$ cat src/rtl/secuenciador_uf_pkg.sv
// Shared types and constants for the functional-unit sequencer: FSM encoding,
// FS codes understood by the functional unit, and the flag bundle layout.
package secuenciador_uf_pkg;

  localparam int DATA_W   = 16;
  localparam int ADDR_W   = 3;
  localparam int NUM_REGS = 8;
  localparam int FS_W     = 4;

  typedef enum logic [1:0] {
    IDLE = 2'b00,
    EXEC = 2'b01,
    WB   = 2'b10
  } state_t;

  // Function-select codes of the functional unit.
  localparam logic [FS_W-1:0] FS_TSFA = 4'b0000;
  localparam logic [FS_W-1:0] FS_INC  = 4'b0001;
  localparam logic [FS_W-1:0] FS_ADD  = 4'b0010;
  localparam logic [FS_W-1:0] FS_ADDC = 4'b0011;
  localparam logic [FS_W-1:0] FS_SUBB = 4'b0100;
  localparam logic [FS_W-1:0] FS_SUB  = 4'b0101;
  localparam logic [FS_W-1:0] FS_DEC  = 4'b0110;
  localparam logic [FS_W-1:0] FS_TSFX = 4'b0111;
  localparam logic [FS_W-1:0] FS_AND  = 4'b1000;
  localparam logic [FS_W-1:0] FS_OR   = 4'b1001;
  localparam logic [FS_W-1:0] FS_XOR  = 4'b1010;
  localparam logic [FS_W-1:0] FS_NOT  = 4'b1011;
  localparam logic [FS_W-1:0] FS_TSFB = 4'b1100;
  localparam logic [FS_W-1:0] FS_SHR  = 4'b1101;
  localparam logic [FS_W-1:0] FS_SHL  = 4'b1110;
  localparam logic [FS_W-1:0] FS_RSV  = 4'b1111;

  typedef struct packed {
    logic v;
    logic z;
    logic n;
    logic c;
  } flags_t;

  function automatic flags_t pack_flags(input logic v, input logic z,
                                        input logic n, input logic c);
    flags_t f;
    f.v = v;
    f.z = z;
    f.n = n;
    f.c = c;
    return f;
  endfunction

endpackage

$ cat src/rtl/secuenciador_uf_banco_registros.sv
// Eight-entry 16-bit register file: two operand read ports, one debug read
// port, and a write stage where functional-unit writeback beats a direct load.
module banco_registros
  import secuenciador_uf_pkg::*;
(
  input  logic              clk,
  input  logic              rst_n,
  input  logic              wb_en,
  input  logic [ADDR_W-1:0] wb_addr,
  input  logic [DATA_W-1:0] wb_data,
  input  logic              ld_en,
  input  logic [ADDR_W-1:0] ld_addr,
  input  logic [DATA_W-1:0] ld_data,
  input  logic [ADDR_W-1:0] rd_addr_a,
  input  logic [ADDR_W-1:0] rd_addr_b,
  input  logic [ADDR_W-1:0] rd_addr_dbg,
  output logic [DATA_W-1:0] rd_data_a,
  output logic [DATA_W-1:0] rd_data_b,
  output logic [DATA_W-1:0] rd_data_dbg
);

  logic [DATA_W-1:0] regs [NUM_REGS];

  // A load only lands where no writeback targets the same register this edge;
  // loads to other registers proceed in parallel with the writeback.
  always_ff @(posedge clk or negedge rst_n) begin
    if (!rst_n) begin
      for (int i = 0; i < NUM_REGS; i++) begin
        regs[i] <= '0;
      end
    end else begin
      for (int i = 0; i < NUM_REGS; i++) begin
        if (wb_en && (wb_addr == ADDR_W'(i))) begin
          regs[i] <= wb_data;
        end else if (ld_en && (ld_addr == ADDR_W'(i))) begin
          regs[i] <= ld_data;
        end
      end
    end
  end

  assign rd_data_a   = regs[rd_addr_a];
  assign rd_data_b   = regs[rd_addr_b];
  assign rd_data_dbg = regs[rd_addr_dbg];

endmodule

$ cat src/rtl/secuenciador_uf.sv
// Three-state sequencer that issues one register-to-register operation to an
// external functional unit and writes its result and flags back.
module secuenciador_uf
  import secuenciador_uf_pkg::*;
(
  input  logic              clk,
  input  logic              rst_n,
  input  logic              op_valid,
  output logic              op_ready,
  input  logic [FS_W-1:0]   op_fs,
  input  logic [ADDR_W-1:0] op_rd,
  input  logic [ADDR_W-1:0] op_ra,
  input  logic [ADDR_W-1:0] op_rb,
  input  logic              ld_en,
  input  logic [ADDR_W-1:0] ld_addr,
  input  logic [DATA_W-1:0] ld_data,
  input  logic [ADDR_W-1:0] dbg_addr,
  output logic [DATA_W-1:0] dbg_data,
  output logic [FS_W-1:0]   fu_fs,
  output logic [DATA_W-1:0] fu_a,
  output logic [DATA_W-1:0] fu_b,
  input  logic [DATA_W-1:0] fu_f,
  input  logic              fu_v,
  input  logic              fu_z,
  input  logic              fu_n,
  input  logic              fu_c,
  output logic              done,
  output logic [3:0]        flags
);

  state_t            state;
  state_t            state_next;
  logic              accept;
  logic              wb_fire;
  logic [ADDR_W-1:0] rd_q;
  logic [DATA_W-1:0] opnd_a;
  logic [DATA_W-1:0] opnd_b;
  flags_t            flags_q;

  always_ff @(posedge clk or negedge rst_n) begin
    if (!rst_n) begin
      state <= IDLE;
    end else begin
      state <= state_next;
    end
  end

  // Requests arriving outside IDLE are simply not acknowledged, so nothing queues.
  always_comb begin
    state_next = state;
    op_ready   = 1'b0;
    accept     = 1'b0;
    wb_fire    = 1'b0;
    case (state)
      IDLE: begin
        op_ready = 1'b1;
        if (op_valid) begin
          accept     = 1'b1;
          state_next = EXEC;
        end
      end
      EXEC: state_next = WB;
      WB: begin
        wb_fire    = 1'b1;
        state_next = IDLE;
      end
      default: state_next = IDLE;
    endcase
  end

  // Operands come from the read ports before any same-edge load lands.
  always_ff @(posedge clk or negedge rst_n) begin
    if (!rst_n) begin
      fu_fs <= '0;
      fu_a  <= '0;
      fu_b  <= '0;
      rd_q  <= '0;
    end else if (accept) begin
      fu_fs <= op_fs;
      fu_a  <= opnd_a;
      fu_b  <= opnd_b;
      rd_q  <= op_rd;
    end
  end

  always_ff @(posedge clk or negedge rst_n) begin
    if (!rst_n) begin
      done    <= 1'b0;
      flags_q <= '0;
    end else begin
      done <= wb_fire;
      if (wb_fire) begin
        flags_q <= pack_flags(fu_v, fu_z, fu_n, fu_c);
      end
    end
  end

  assign flags = flags_q;

  banco_registros u_banco (
    .clk         (clk),
    .rst_n       (rst_n),
    .wb_en       (wb_fire),
    .wb_addr     (rd_q),
    .wb_data     (fu_f),
    .ld_en       (ld_en),
    .ld_addr     (ld_addr),
    .ld_data     (ld_data),
    .rd_addr_a   (op_ra),
    .rd_addr_b   (op_rb),
    .rd_addr_dbg (dbg_addr),
    .rd_data_a   (opnd_a),
    .rd_data_b   (opnd_b),
    .rd_data_dbg (dbg_data)
  );

endmodule

$ cat config.mk
export PLATFORM = sky130hd
export DESIGN_NAME = secuenciador_uf
export DESIGN_NICKNAME = d
export VERILOG_FILES = /design/src/rtl/secuenciador_uf_pkg.sv /design/src/rtl/secuenciador_uf_banco_registros.sv /design/src/rtl/secuenciador_uf.sv
export SDC_FILE = /design/constraint.sdc
export NUM_CORES = 1
export LEC_CHECK = 0
export ABC_AREA = 1
export CORE_AREA = 2 2 221 223
export DETAILED_ROUTE_END_ITERATION = 7
export DIE_AREA = 0 0 223 225
export PLACE_DENSITY = 0.41
export SLEW_MARGIN = 20
export SYNTH_ARGS = -nofsm -noshare
export SYNTH_HDL_FRONTEND = slang
export SYNTH_SLANG_ARGS = --single-unit
$ cat constraint.sdc
create_clock -name clk -period 1.3 [get_ports clk]
set_input_delay 0.26 -clock clk [delete_from_list [all_inputs] [get_ports clk]]
set_output_delay 0.26 -clock clk [all_outputs]
set_load 0.005 [all_outputs]
==> flow_summary.yaml <==
critical_path:
  end_kind: "output port"
  startpoint: "u_banco.regs[85]"
  crit_arrival_ns: 1.50
  reg2reg_depth: 10
  crit_type: "register to output port"
  cp-start-kind: "register"
  rr_endpoint: "u_banco.regs[63]"
  crit_fanout: 2
  worst_r2r_startpoint: "state[0]"
  crit_end: "dbg_data[5]"
  rrSetupSlack_ns: -0.42
  critical_path_required_ns: 1.04
power:
  seq_power_share_pct: 29.5
  ir_worst_vdd_v: 0.000975
  power.share.combinational_pct: 50.4
  swShare_pct: 39.4
  power_mw: 29.3
  p_switching_mw: 11.5
  power_density_nw_per_um2: 1570
  pwr-share-clk_pct: 20.1
  p_int_mw: 17.8
  p_leak_nw: 9.39
drt:
  wl_per_cell_um: 21.2
  drt_first_iter_violations: 1795
  first_pass_iters: 5
  via_count: 14100
  viasPerCell: 4.98
  ant_nets: 0
  wirelength_mm: 60.3
  drc_errors: 0
clocking:
  cts_tree: "yes"
  ctsHtreeMaxLevel: 4
  root_buffer: "clkbuf_16"
  cts_made_buffers: 17
  clk_latency_ns: 0.47
  ctsLongestPathBuffers: 2
  clk_pin_slew_ns: 0.08
  cts.sinks: 174
global_routing:
  antenna_found_initial: 1
  overflow: 0
  grt_pass1_wl_mm: 88.0
  grt_pass1_vias: 13300
  track_usage_pct: 23.8
  grt_max_degree: 62
sta:
  max_freq_ghz: 0.569
  slew_violations: 0
  clock_skew_ns: 0.0123
  fin_crit_ns: 1.76
  finalHoldViolCount: 0
  setup_viol: 158
  min_period_over_period_pct: 135
  rsz0062_at_grt: "yes"
  slew_headroom_pct: 71.6
  setup_ws_ns: -0.459
  tightest_slew_ns: 0.427
  whs_ns: 0.298
  tns_ns: -48.72
synthesis:
  ys_seq_area_share_pct: 38.2
  syn_area_sq_um: 11400
  syn-instance-count: 1779
  yosys.area.top_type: "dfrtp_1"
  yosysUniqueCellTypes: 20
  async_flop_share_pct: 100
  dominantRegCellSynth: "dfrtp_1"
  synth_edf_count: 0
  syn-num-nets: 1838
  synth_top_area_share_pct: 38.2
  ys_warn_count: 0
  yosysMostFrequentCell: "nand2_1"
  synth_commonest_cells: "nand2_1 (666), nand3_1 (448), dfrtp_1 (174)"
  synth_seq_cells: 174
  synth.avg_cell_area_sq_um: 6.40
  synth_area_leaders: "dfrtp_1 (38%), nand2_1 (22%), nand3_1 (20%)"
placed_design:
  port_buffers: 116
  gp_congestion: 0.946
  dp.cells: 2667
  postPlaceCellArea_sq_um: 15900
  dp_slack_ns: -1.07
  dp_hpwl_mm: 41.8
min_path:
  hp-class: "primary input to async pin"
flow_run:
  cap_violations: 0
final_layout:
  area.growth.synth_to_final_pct: 63.9
  n_fill_cell: 4961
  final_cell_area_sq_um: 18700
  fin_util_pct: 39.3
  fin_nets: 2271
  multi_input_area_sq_um: 6810
  register_area_sq_um: 4360
  fin_cells: 2841
  drive_above_1_share_pct: 35.7
floorplanning:
  die_width_um: 223
  dieArea_sq_um: 50200
  initial_core_util_pct: 24.0
  ios: 117
  die_h_um: 225
  core_area_sq_um: 47500
  row_count: 80
outcome:
  violations: "negative setup slack"
  outcome: "finished with violations"
## sequential cells by signal, indices dropped and copies added, names as in the netlist
name / flops
fu_b: 16
rd_q: 3
u_banco.regs: 128
done: 1
state: 2
fu_fs: 4
flags: 4
fu_a: 16
## critical path, cell delays in order, from the launching register on
cell	delay [ns]
dfrtp_1	0.38
inv_2	0.06
a21oi_1	0.12
o21ai_0	0.10
nand2_1	0.06
nand2_1	0.05
nand2_2	0.12
buf_2	0.13
## placed cells by master, fill, tap and decap left out, types with 49 or more instances in the layout
master	netlist	final
inv_2	7	70
clkdlybuf4s50_1	0	52
buf_2	41	58
a21oi_1	64	49
inv_1	147	80
buf_4	0	319
buf_12	0	79
nand3_1	448	376
nand2_1	666	585
dfrtp_1	174	173
nand3_2	0	71
## cell type report
cell class	count	area share [%]
clock inverter	14	1.11
antenna	1	0.0134
multi-input combinational	1312	36.5
clock buffer	18	2.30
inverter	155	3.30
tap	615	4.12
timing repair buffer	552	29.4
sequential	174	23.3
## power by group through the flow
| stage | combinational (mW) | clock, mW | sequential, mW |
|---|---|---|---|
| 2_1_floorplan | 4.94 | 0 | 8.28 |
| 3_3_place_gp | 11.8 | 0 | 8.52 |
| 3_5_place_dp | 11.8 | 0 | 8.56 |
| 4_1_cts | 13.6 | 6.00 | 8.58 |
| 5_1_grt | 15.9 | 6.19 | 8.84 |
| 6_report | 14.8 | 5.89 | 8.66 |
## per-layer routing
layer / vias to the layer above / GRT usage, % / share of wire, %
li1: 6634 / - / -
met1: 6825 / 33.9 / 45
met2: 606 / 37.1 / 45
met3: 84 / 3.49 / 6.9
met4: 0 / 7.12 / 3.0
met5: - / 0 / 0
## kinds of logic (layout without fill, tap and decap cells)
logic type | Yosys count | after routing | share of synthesized area [%]
and+or+nand+nor | 1147 | 1149 | 43.6
buffers and inverters | 295 | 739 | 10.3
DFF | 174 | 174 | 38.2
AOI/OAI and AO/OA | 163 | 163 | 7.86
other | 0 | 1 | 0
## worst min path at each step
stage | from | endpoint | slack, ns
CTS | rst_n | u_banco.regs[26] | 0.28
global placement | rst_n | u_banco.regs[26] | 0.22
finish | rst_n | u_banco.regs[26] | 0.30
global route | rst_n | u_banco.regs[26] | 0.29
floorplan | rst_n | done | -0.04
detailed placement | rst_n | u_banco.regs[26] | 0.23
## repair_timing
action                     CTS  global route
cloned                      14             3
buffers inserted           113            22
pin swaps                   37            51
resized for setup          469           141
setup endpoints to repair  223           185
hold endpoints to repair    20             0
hold buffers                 1             0
Note: power is estimated with default switching activity, not from simulation.
